### src/rtl/seg7_pkg.sv
// seg7_pkg: shared font table, hex decoder and segment bit positions for seg7_scan
package seg7_pkg;

    localparam int SEG_DP = 7;

    // gfedcba, bit 0 = segment a
    localparam logic [6:0] FONT [16] = '{
        7'h3F, 7'h06, 7'h5B, 7'h4F, 7'h66, 7'h6D, 7'h7D, 7'h07,
        7'h7F, 7'h6F, 7'h77, 7'h7C, 7'h39, 7'h5E, 7'h79, 7'h71
    };

    function automatic logic [6:0] hex_to_seg(input logic [3:0] nibble);
        return FONT[nibble];
    endfunction

endpackage

### src/rtl/seg7_scan_timer.sv
// seg7_scan_timer: slot/digit scan counters with slot-wrap and frame-start strobes
module seg7_scan_timer #(
    parameter int DIGITS = 4,
    parameter int REFRESH_DIV = 50000,
    localparam int SW = $clog2(REFRESH_DIV),
    localparam int DW = (DIGITS > 1) ? $clog2(DIGITS) : 1
) (
    input  logic          clk_i,
    input  logic          rst_i,
    output logic [SW-1:0] slot_cnt_o,
    output logic [DW-1:0] digit_o,
    output logic          slot_wrap_o,
    output logic          frame_o
);

    logic [SW-1:0] slot_cnt_q, slot_cnt_d;
    logic [DW-1:0] digit_q, digit_d;

    always_comb begin
        slot_wrap_o = slot_cnt_q == SW'(REFRESH_DIV - 1);
        frame_o     = slot_cnt_q == '0 && digit_q == '0;
        slot_cnt_d  = slot_wrap_o ? '0 : slot_cnt_q + 1'b1;
        digit_d     = !slot_wrap_o ? digit_q : (digit_q == DW'(DIGITS - 1)) ? '0 : digit_q + 1'b1;
    end

    always_ff @(posedge clk_i) begin
        if (rst_i) begin
            slot_cnt_q <= '0;
            digit_q    <= '0;
        end else begin
            slot_cnt_q <= slot_cnt_d;
            digit_q    <= digit_d;
        end
    end

    assign slot_cnt_o = slot_cnt_q;
    assign digit_o    = digit_q;

endmodule

### src/rtl/seg7_scan.sv
// seg7_scan: multiplexed N-digit 7-segment scanner with blank window, leading-zero
// suppression, PWM brightness and per-frame snapshot of the display registers
module seg7_scan
    import seg7_pkg::*;
#(
    parameter int DIGITS = 4,
    parameter int REFRESH_DIV = 50000,
    parameter int BLANK_CYCLES = 64,
    parameter bit SEG_ACTIVE_LOW = 1,
    parameter bit SEL_ACTIVE_LOW = 1
) (
    input  logic                  i_clk,
    input  logic                  i_rst,
    input  logic [4*DIGITS-1:0]   i_data,
    input  logic [DIGITS-1:0]     i_dp,
    input  logic [DIGITS-1:0]     i_blank,
    input  logic                  i_lz_en,
    input  logic [3:0]            i_bright,
    output logic [7:0]            o_seg,
    output logic [DIGITS-1:0]     o_sel,
    output logic                  o_frame
);

    localparam int SW = $clog2(REFRESH_DIV);
    localparam int DW = (DIGITS > 1) ? $clog2(DIGITS) : 1;
    localparam logic [7:0] SEG_INV = SEG_ACTIVE_LOW ? 8'hFF : 8'h00;
    localparam logic [DIGITS-1:0] SEL_INV = {DIGITS{SEL_ACTIVE_LOW}};

    logic [SW-1:0]       slot_cnt;
    logic [DW-1:0]       digit;
    logic                slot_wrap, snap;
    logic [4*DIGITS-1:0] shadow_data_q, cur_data;
    logic [DIGITS-1:0]   shadow_dp_q, shadow_blank_q, cur_dp, cur_blank;
    logic [3:0]          pwm_cnt_q, nib;
    logic                upper_nz, dark, lit;
    logic [7:0]          seg_d, seg_q;
    logic [DIGITS-1:0]   sel_d, sel_q;
    logic                frame_q;

    seg7_scan_timer #(
        .DIGITS(DIGITS),
        .REFRESH_DIV(REFRESH_DIV)
    ) u_timer (
        .clk_i(i_clk),
        .rst_i(i_rst),
        .slot_cnt_o(slot_cnt),
        .digit_o(digit),
        .slot_wrap_o(slot_wrap),
        .frame_o(snap)
    );

    // On the snapshot cycle the freshly captured frame is already the one shown
    always_comb begin
        cur_data  = snap ? i_data : shadow_data_q;
        cur_dp    = snap ? i_dp : shadow_dp_q;
        cur_blank = snap ? i_blank : shadow_blank_q;
        nib       = cur_data[4*digit +: 4];
        upper_nz  = 1'b0;
        for (int j = 0; j < DIGITS; j++)
            if (j >= int'(digit) && cur_data[4*j +: 4] != 4'd0) upper_nz = 1'b1;
        dark  = cur_blank[digit] || (i_lz_en && digit != '0 && !upper_nz);
        lit   = int'(slot_cnt) >= BLANK_CYCLES && !dark && (i_bright == 4'hF || pwm_cnt_q < i_bright);
        sel_d = lit ? DIGITS'(1) << digit : '0;
        seg_d = '0;
        if (lit) begin
            seg_d[6:0]    = hex_to_seg(nib);
            seg_d[SEG_DP] = cur_dp[digit];
        end
    end

    always_ff @(posedge i_clk) begin
        if (i_rst) begin
            shadow_data_q  <= '0;
            shadow_dp_q    <= '0;
            shadow_blank_q <= '0;
            pwm_cnt_q      <= '0;
            seg_q          <= SEG_INV;
            sel_q          <= SEL_INV;
            frame_q        <= 1'b0;
        end else begin
            if (snap) begin
                shadow_data_q  <= i_data;
                shadow_dp_q    <= i_dp;
                shadow_blank_q <= i_blank;
            end
            pwm_cnt_q <= pwm_cnt_q + 4'd1;
            seg_q     <= seg_d ^ SEG_INV;
            sel_q     <= sel_d ^ SEL_INV;
            frame_q   <= snap;
        end
    end

    assign o_seg   = seg_q;
    assign o_sel   = sel_q;
    assign o_frame = frame_q;

    logic unused_wrap;
    assign unused_wrap = slot_wrap;

endmodule

### config.mk
export PLATFORM = sky130hd
export DESIGN_NAME = seg7_scan
export DESIGN_NICKNAME = d
export VERILOG_FILES = /design/src/rtl/seg7_pkg.sv /design/src/rtl/seg7_scan_timer.sv /design/src/rtl/seg7_scan.sv
export SDC_FILE = /design/constraint.sdc
export NUM_CORES = 1
export LEC_CHECK = 0
export CAP_MARGIN = 0
export CELL_PAD_IN_SITES_DETAIL_PLACEMENT = 0
export CELL_PAD_IN_SITES_GLOBAL_PLACEMENT = 1
export CORE_AREA = 2 2 67 117
export CTS_CLUSTER_DIAMETER = 30
export DETAILED_ROUTE_END_ITERATION = 8
export DIE_AREA = 0 0 69 119
export MAX_ROUTING_LAYER = met4
export PLACE_DENSITY = 0.83
export SYNTH_ARGS = -nofsm -noshare
export SYNTH_HDL_FRONTEND = slang
export SYNTH_SLANG_ARGS = --single-unit
### constraint.sdc
create_clock -name i_clk -period 4.82 [get_ports i_clk]
set_input_delay 1.446 -clock i_clk [delete_from_list [all_inputs] [get_ports i_clk]]
set_output_delay 1.446 -clock i_clk [all_outputs]
set_load 0.005 [all_outputs]
# Yosys cells after proc, flatten, opt, wreduce, memory -nomap -nowiden
# Memories as Yosys holds them, arrays and structs flattened.
# Index checks and enable logic that the tools add are counted.
# totals
output_inout_bits	13
elab_cells	64
mem_bits_ro	112
in_bits	31
memories	1
register_bits	59
# memory_table
name	depth	width	rd	rd_clocked_by_memory_dff	wr	line_no	text
(no name shown)	16	7	1	0	0	seg7_pkg.sv:13	return FONT[nibble];
# classes
n_eq_ne	3
n_shift	2
reduce_logical	20
bitwise_logic	3
order_cmp	7
mux	16
n_addsub	3
# ops
operator	n
16-bit by 1-bit adder with 16-bit output, second input constant	1
16-bit equality test, second input constant	1
16-bit by 7-bit >= comparator with 1-bit output, second input constant	1
16-bit logical NOT	1
16-bit two-way mux	1
4-bit nonzero test	4
16-bit by 5-bit variable part select with 4-bit output	1
7-bit two-way mux	2
4-bit two-way mux	3
1-bit logical AND	8
8-bit two-way mux	1
8-bit inverter	1
1-bit two-way mux	6
5-bit >= comparator, second input constant	1
4-bit inverter with 5-bit output	1
4-bit by 1-bit adder with 4-bit output, second input constant	1
1-bit binary-select mux with 2-bit select	2
4-bit equality test, second input constant	1
1-bit by 2-bit >= comparator with 1-bit output, first input constant	2
4-bit < comparator	1
4-bit inverter	1
1-bit by 2-bit left shift with 4-bit output, first input constant	1
2-bit by 3-bit < comparator with 1-bit output, second input constant	1
2-bit by 1-bit adder with 2-bit output, second input constant	1
other kinds (8)	10

# Logic depth before layout (Yosys ltp)
# depth
depth_word	17
ltp_mapped	15
depth_no_buf	13

# Modules after synthesis
# From an unflattened synthesis, not the netlist that was laid out.
# unflattened
cells_unflattened	294
hier_area_um2	2956.6
# by_module_without_submodules
module	area_each_um2	cells_per_inst	instances	seq_area_each_um2
seg7_scan	2078.2	194	1	820.8
seg7_scan_timer	878.3	100	1	360.3

# Worst setup path after synthesis
# No wires, ideal clock.
# synth_timing
path_kind	register -> register
from	register u_timer.digit_q[1], in the netlist u_timer.digit_o[1]
to	register seg_q[5], in the netlist o_seg[5]
t_arrival_ns	3.416
slack_ns	1.322
t_required_ns	4.737
synth_period_minus_slack_ns	3.498
stages_incl_launch_ff	15
n_path_buf	2
setup_time_ns	0.083
path_cell_list	dfxtp_1 clkbuf_1 clkinv_1 ha_1 nor2b_1 and3_1 nand2_2 clkbuf_1 mux2i_1 mux4_2 inv_1 ha_1 inv_1 mux2_2 o221ai_1
# synth_between
elab_chain_len	17
elab_cells_between_ends	35
classes_between	order compare (3); shift (1); mux (11); bitwise (2); reduce/logical (17); memory (1)
# synth_rtl
element	line_no	text
start, declared	seg7_scan_timer.sv:17	logic [DW-1:0] digit_q, digit_d;
start signal, assigned	seg7_scan_timer.sv:32	digit_q <= digit_d;
branches (longest 15 deep; another with memory read 16 x 7 bit)	-	
8-bit two-way mux *	seg7_scan.sv:65	if (lit) begin
8-bit inverter (no source line) *	-	
end signal, assigned	seg7_scan.sv:87	seg_q <= seg_d ^ SEG_INV;
end, declared	seg7_scan.sv:36	logic [7:0] seg_d, seg_q;
# Mark *: on every way between the ends. The select of a mux whose other input is x is not followed.
# A chain may end at the register's enable or synchronous reset.

# Worst setup path after layout
# layout_timing
from	register u_timer.digit_q[1], in the netlist u_timer.digit_o[1]
to	register seg_q[0], in the netlist o_seg[0]
# The elaborated chain is that of the path after synthesis.

==> impl_metrics.ini <==
[synthesis]
synth_edf_count = 0
synth_nets = 366
synth_xor_area_share_pct = 5.132
syn_area_per_cell_um2 = 9.124
synthAdderAreaFrac_pct = 7.331
synth.most_common_cell = dfxtp_1
ys_seq_area_share_pct = 40.71
muxShareOfSynthArea_pct = 12.12
ys_ff_latch = 59
synth_cell_types = 45
synth_ff_type = dfxtp_1
yosys-top-cells-area = dfxtp_1 41%, ha_1 7.3%, mux2i_1 6.6%
synth_compound_area_share_pct = 8.409
async_flop_share_pct = 0
synth_top_family_by_area = simple AND/OR/NAND/NOR gates
synth-simple-area-share_pct = 22.34
syn-instance-count = 318
synth.cell_area_mm2 = 0.002902
yosysTopAreaCellShare_pct = 40.71
synth_warnings = 0
ys_top_cells_by_count = 59 x dfxtp_1, 43 x nor2_1, 29 x nand2_1
synth.largest_area_cell = dfxtp_1

[setup_path]
required_ns = 5.07
cp-end-kind = register
cp.arrival_ns = 4.11
critPathKind = register to register
crit_path_max_fanout = 26
r2r_start = u_timer.digit_o[1]$_SDFFE_PP0P_
reg2reg_to = o_seg[0]$_SDFF_PP1_
worst_setup_path_start_kind = register
r2r_setup_slack_ns = 0.96
r2r_cells = 13

[timing]
worst_slew_pin_slew_ns = 0.7026
fmax_mhz = 258.7
setup_tns_ns = 0
slew_violations = 0
slew_headroom_pct = 52.99
period_share_pct = 80.19
finClkSkew_ns = 0.007038
period_minus_slack_ns = 3.865
grt_setup_unrepaired = no
layout_setup_ws_ns = 0.9550
hold_violations = 0
finalSetupViolCount = 0

[clock_network]
clkTransAtPathRegs_ns = 0.05
post_cts_hold_buffer_count = 0
htreeDepth = 3
clockBufferDepth = 2
cts_setup_buffers = 0
cts_sinks = 59
cts-root-buf = clkbuf_16
cts_tree = yes
cts_buffers = 9
clk_latency_ns = 0.33
cts_resized = 0

[worst_hold_path]
worstHoldEndpoint = shadow_data_q[2]$_SDFF_PP0_
hold_path_class = register to register
hp-start = shadow_data_q[2]$_SDFF_PP0_
holdPathStages = 2

[status]
outcome = completed

[cells_and_area]
nets = 411
drive_above_1_share_pct = 8.992
diodes = 0
area_growth_syn_to_layout_pct = 27.30
fin_util_pct = 50.20

[floorplan]
fp-row-count = 42
dieArea_mm2 = 0.008211
start_util_pct = 39.44
die_w_um = 69
die_y_um = 119
core_mm2 = 0.007357
io_pins = 44

[global_route]
grt_pass1_wl_mm = 11.49
antenna_found_initial = 0
grt_usage_pct = 18.55
gr-total-overflow = 0
grt_max_degree = 27
grt_pass1_vias = 2447

[flow_run]
max_cap_violations = 0

[pwr]
p_per_area_mw_per_mm2 = 357.7
p_leak_uw = 0.001527
ir_drop_v = 0.0001720

[routing]
routed-via-count = 2411
antenna_left = 0
route.detailed.drc = 0
routedWlPerCell_um = 14.95
vias_per_cell = 5.299
drt_iter0_drc = 102
detail_route.first_pass.iterations = 4
drt-total-wl_mm = 6.802

[placed_design]
hpwl_mm = 5.248
gp_congestion = 0.8706
port_buffers = 43
dp_slack_ns = 0.9583
==> sequential cells by signal, indices dropped and copies added, names as in the netlist, 2 cells and up <==
register	cells
shadow_data_q	16
u_timer.slot_cnt_o	16
pwm_cnt_q	4
shadow_dp_q	4
u_timer.digit_o	2
shadow_blank_q	4
o_seg	8
o_sel	4
==> worst max path at each step <==
stage / start / to / slack, ns / cells after the start
final: u_timer.digit_o[1]$_SDFFE_PP0P_ / o_seg[0]$_SDFF_PP1_ / 0.96 / 13
after global routing: u_timer.digit_o[0]$_SDFFE_PP0P_ / o_seg[0]$_SDFF_PP1_ / 0.64 / 13
after CTS: u_timer.digit_o[1]$_SDFFE_PP0P_ / o_seg[0]$_SDFF_PP1_ / 0.95 / 13
after detailed placement: u_timer.digit_o[1]$_SDFFE_PP0P_ / o_seg[0]$_SDFF_PP1_ / 0.96 / 13
after global placement: u_timer.digit_o[1]$_SDFFE_PP0P_ / o_seg[0]$_SDFF_PP1_ / 1.05 / 13
after floorplan: u_timer.digit_o[1]$_SDFFE_PP0P_ / o_seg[5]$_SDFF_PP1_ / 1.32 / 14
==> metrics by stage <==
stage	hold slack [ns]	instances	instance area (um^2)	power, uW
after global routing	0.4676	455	3694	1381
after global placement	0.4396	440	3413	738.5
after CTS	0.4540	455	3694	1339
after floorplan	0.4252	318	2902	676.9
after detailed placement	0.4467	440	3413	742.0
final	0.4519	455	3694	1321
==> layout make-up <==
cell class | count | area [um^2]
multi-input cells | 231 | 1605
clock inverters | 2 | 10.01
clock buffers | 13 | 270.3
fillers | 737 | 3664
repair buffers | 47 | 460.4
well taps | 88 | 110.1
flip-flops and latches | 59 | 1181
inverters | 15 | 56.30
==> logic make-up (layout without fill, tap and decap cells) <==
family | count (synthesis) | after routing
and+or+nand+nor | 132 | 132
DFF | 59 | 59
AOI/OAI and AO/OA | 38 | 38
buffers and inverters | 28 | 77
muxes | 27 | 27
adders and majority gates | 17 | 17
xor gates and xnor gates | 17 | 17
==> routing by layer <==
metal  vias to the layer above  global-route usage (%)  routed length [um]
met1                      1141                   17.34                2520
met5                         -                       -                   0
met2                        52                   32.57                3700
met3                        25                   4.569                 221
li1                       1193                       -                   -
met4                         0                   12.99                 359
==> where the power goes <==
| group | internal, uW | switching, uW |
|---|---|---|
| clock network | 384 | 206 |
| logic | 99.2 | 104 |
| registers | 513 | 15.2 |
==> critical path, stage by stage (launching register included) <==
cell,delay [ns]
dfxtp_1,0.63
clkinv_1,0.17
ha_1,0.25
nor2b_1,0.16
and3_1,0.34
nand2_2,0.60
mux2i_1,0.21
mux4_2,0.59
inv_1,0.11
ha_1,0.23
inv_1,0.10
nand2_1,0.08
o22ai_1,0.09
o31ai_2,0.23
==> cell usage in the layout (no fill, tap or decap), types with 4 or more instances in the layout <==
cell / n
dfxtp_1: 59
nor2_1: 43
clkdlybuf4s50_1: 43
nand2_1: 29
nand3_1: 20
mux2i_1: 19
ha_1: 17
a21oi_1: 14
inv_1: 13
xor2_1: 10
clkbuf_16: 9
or4_1: 7
xnor2_1: 7
o21ai_0: 7
mux4_2: 6
nor2b_1: 5
and3_1: 5
o221ai_1: 4
buf_4: 4
(Power assumes the default switching activity.)
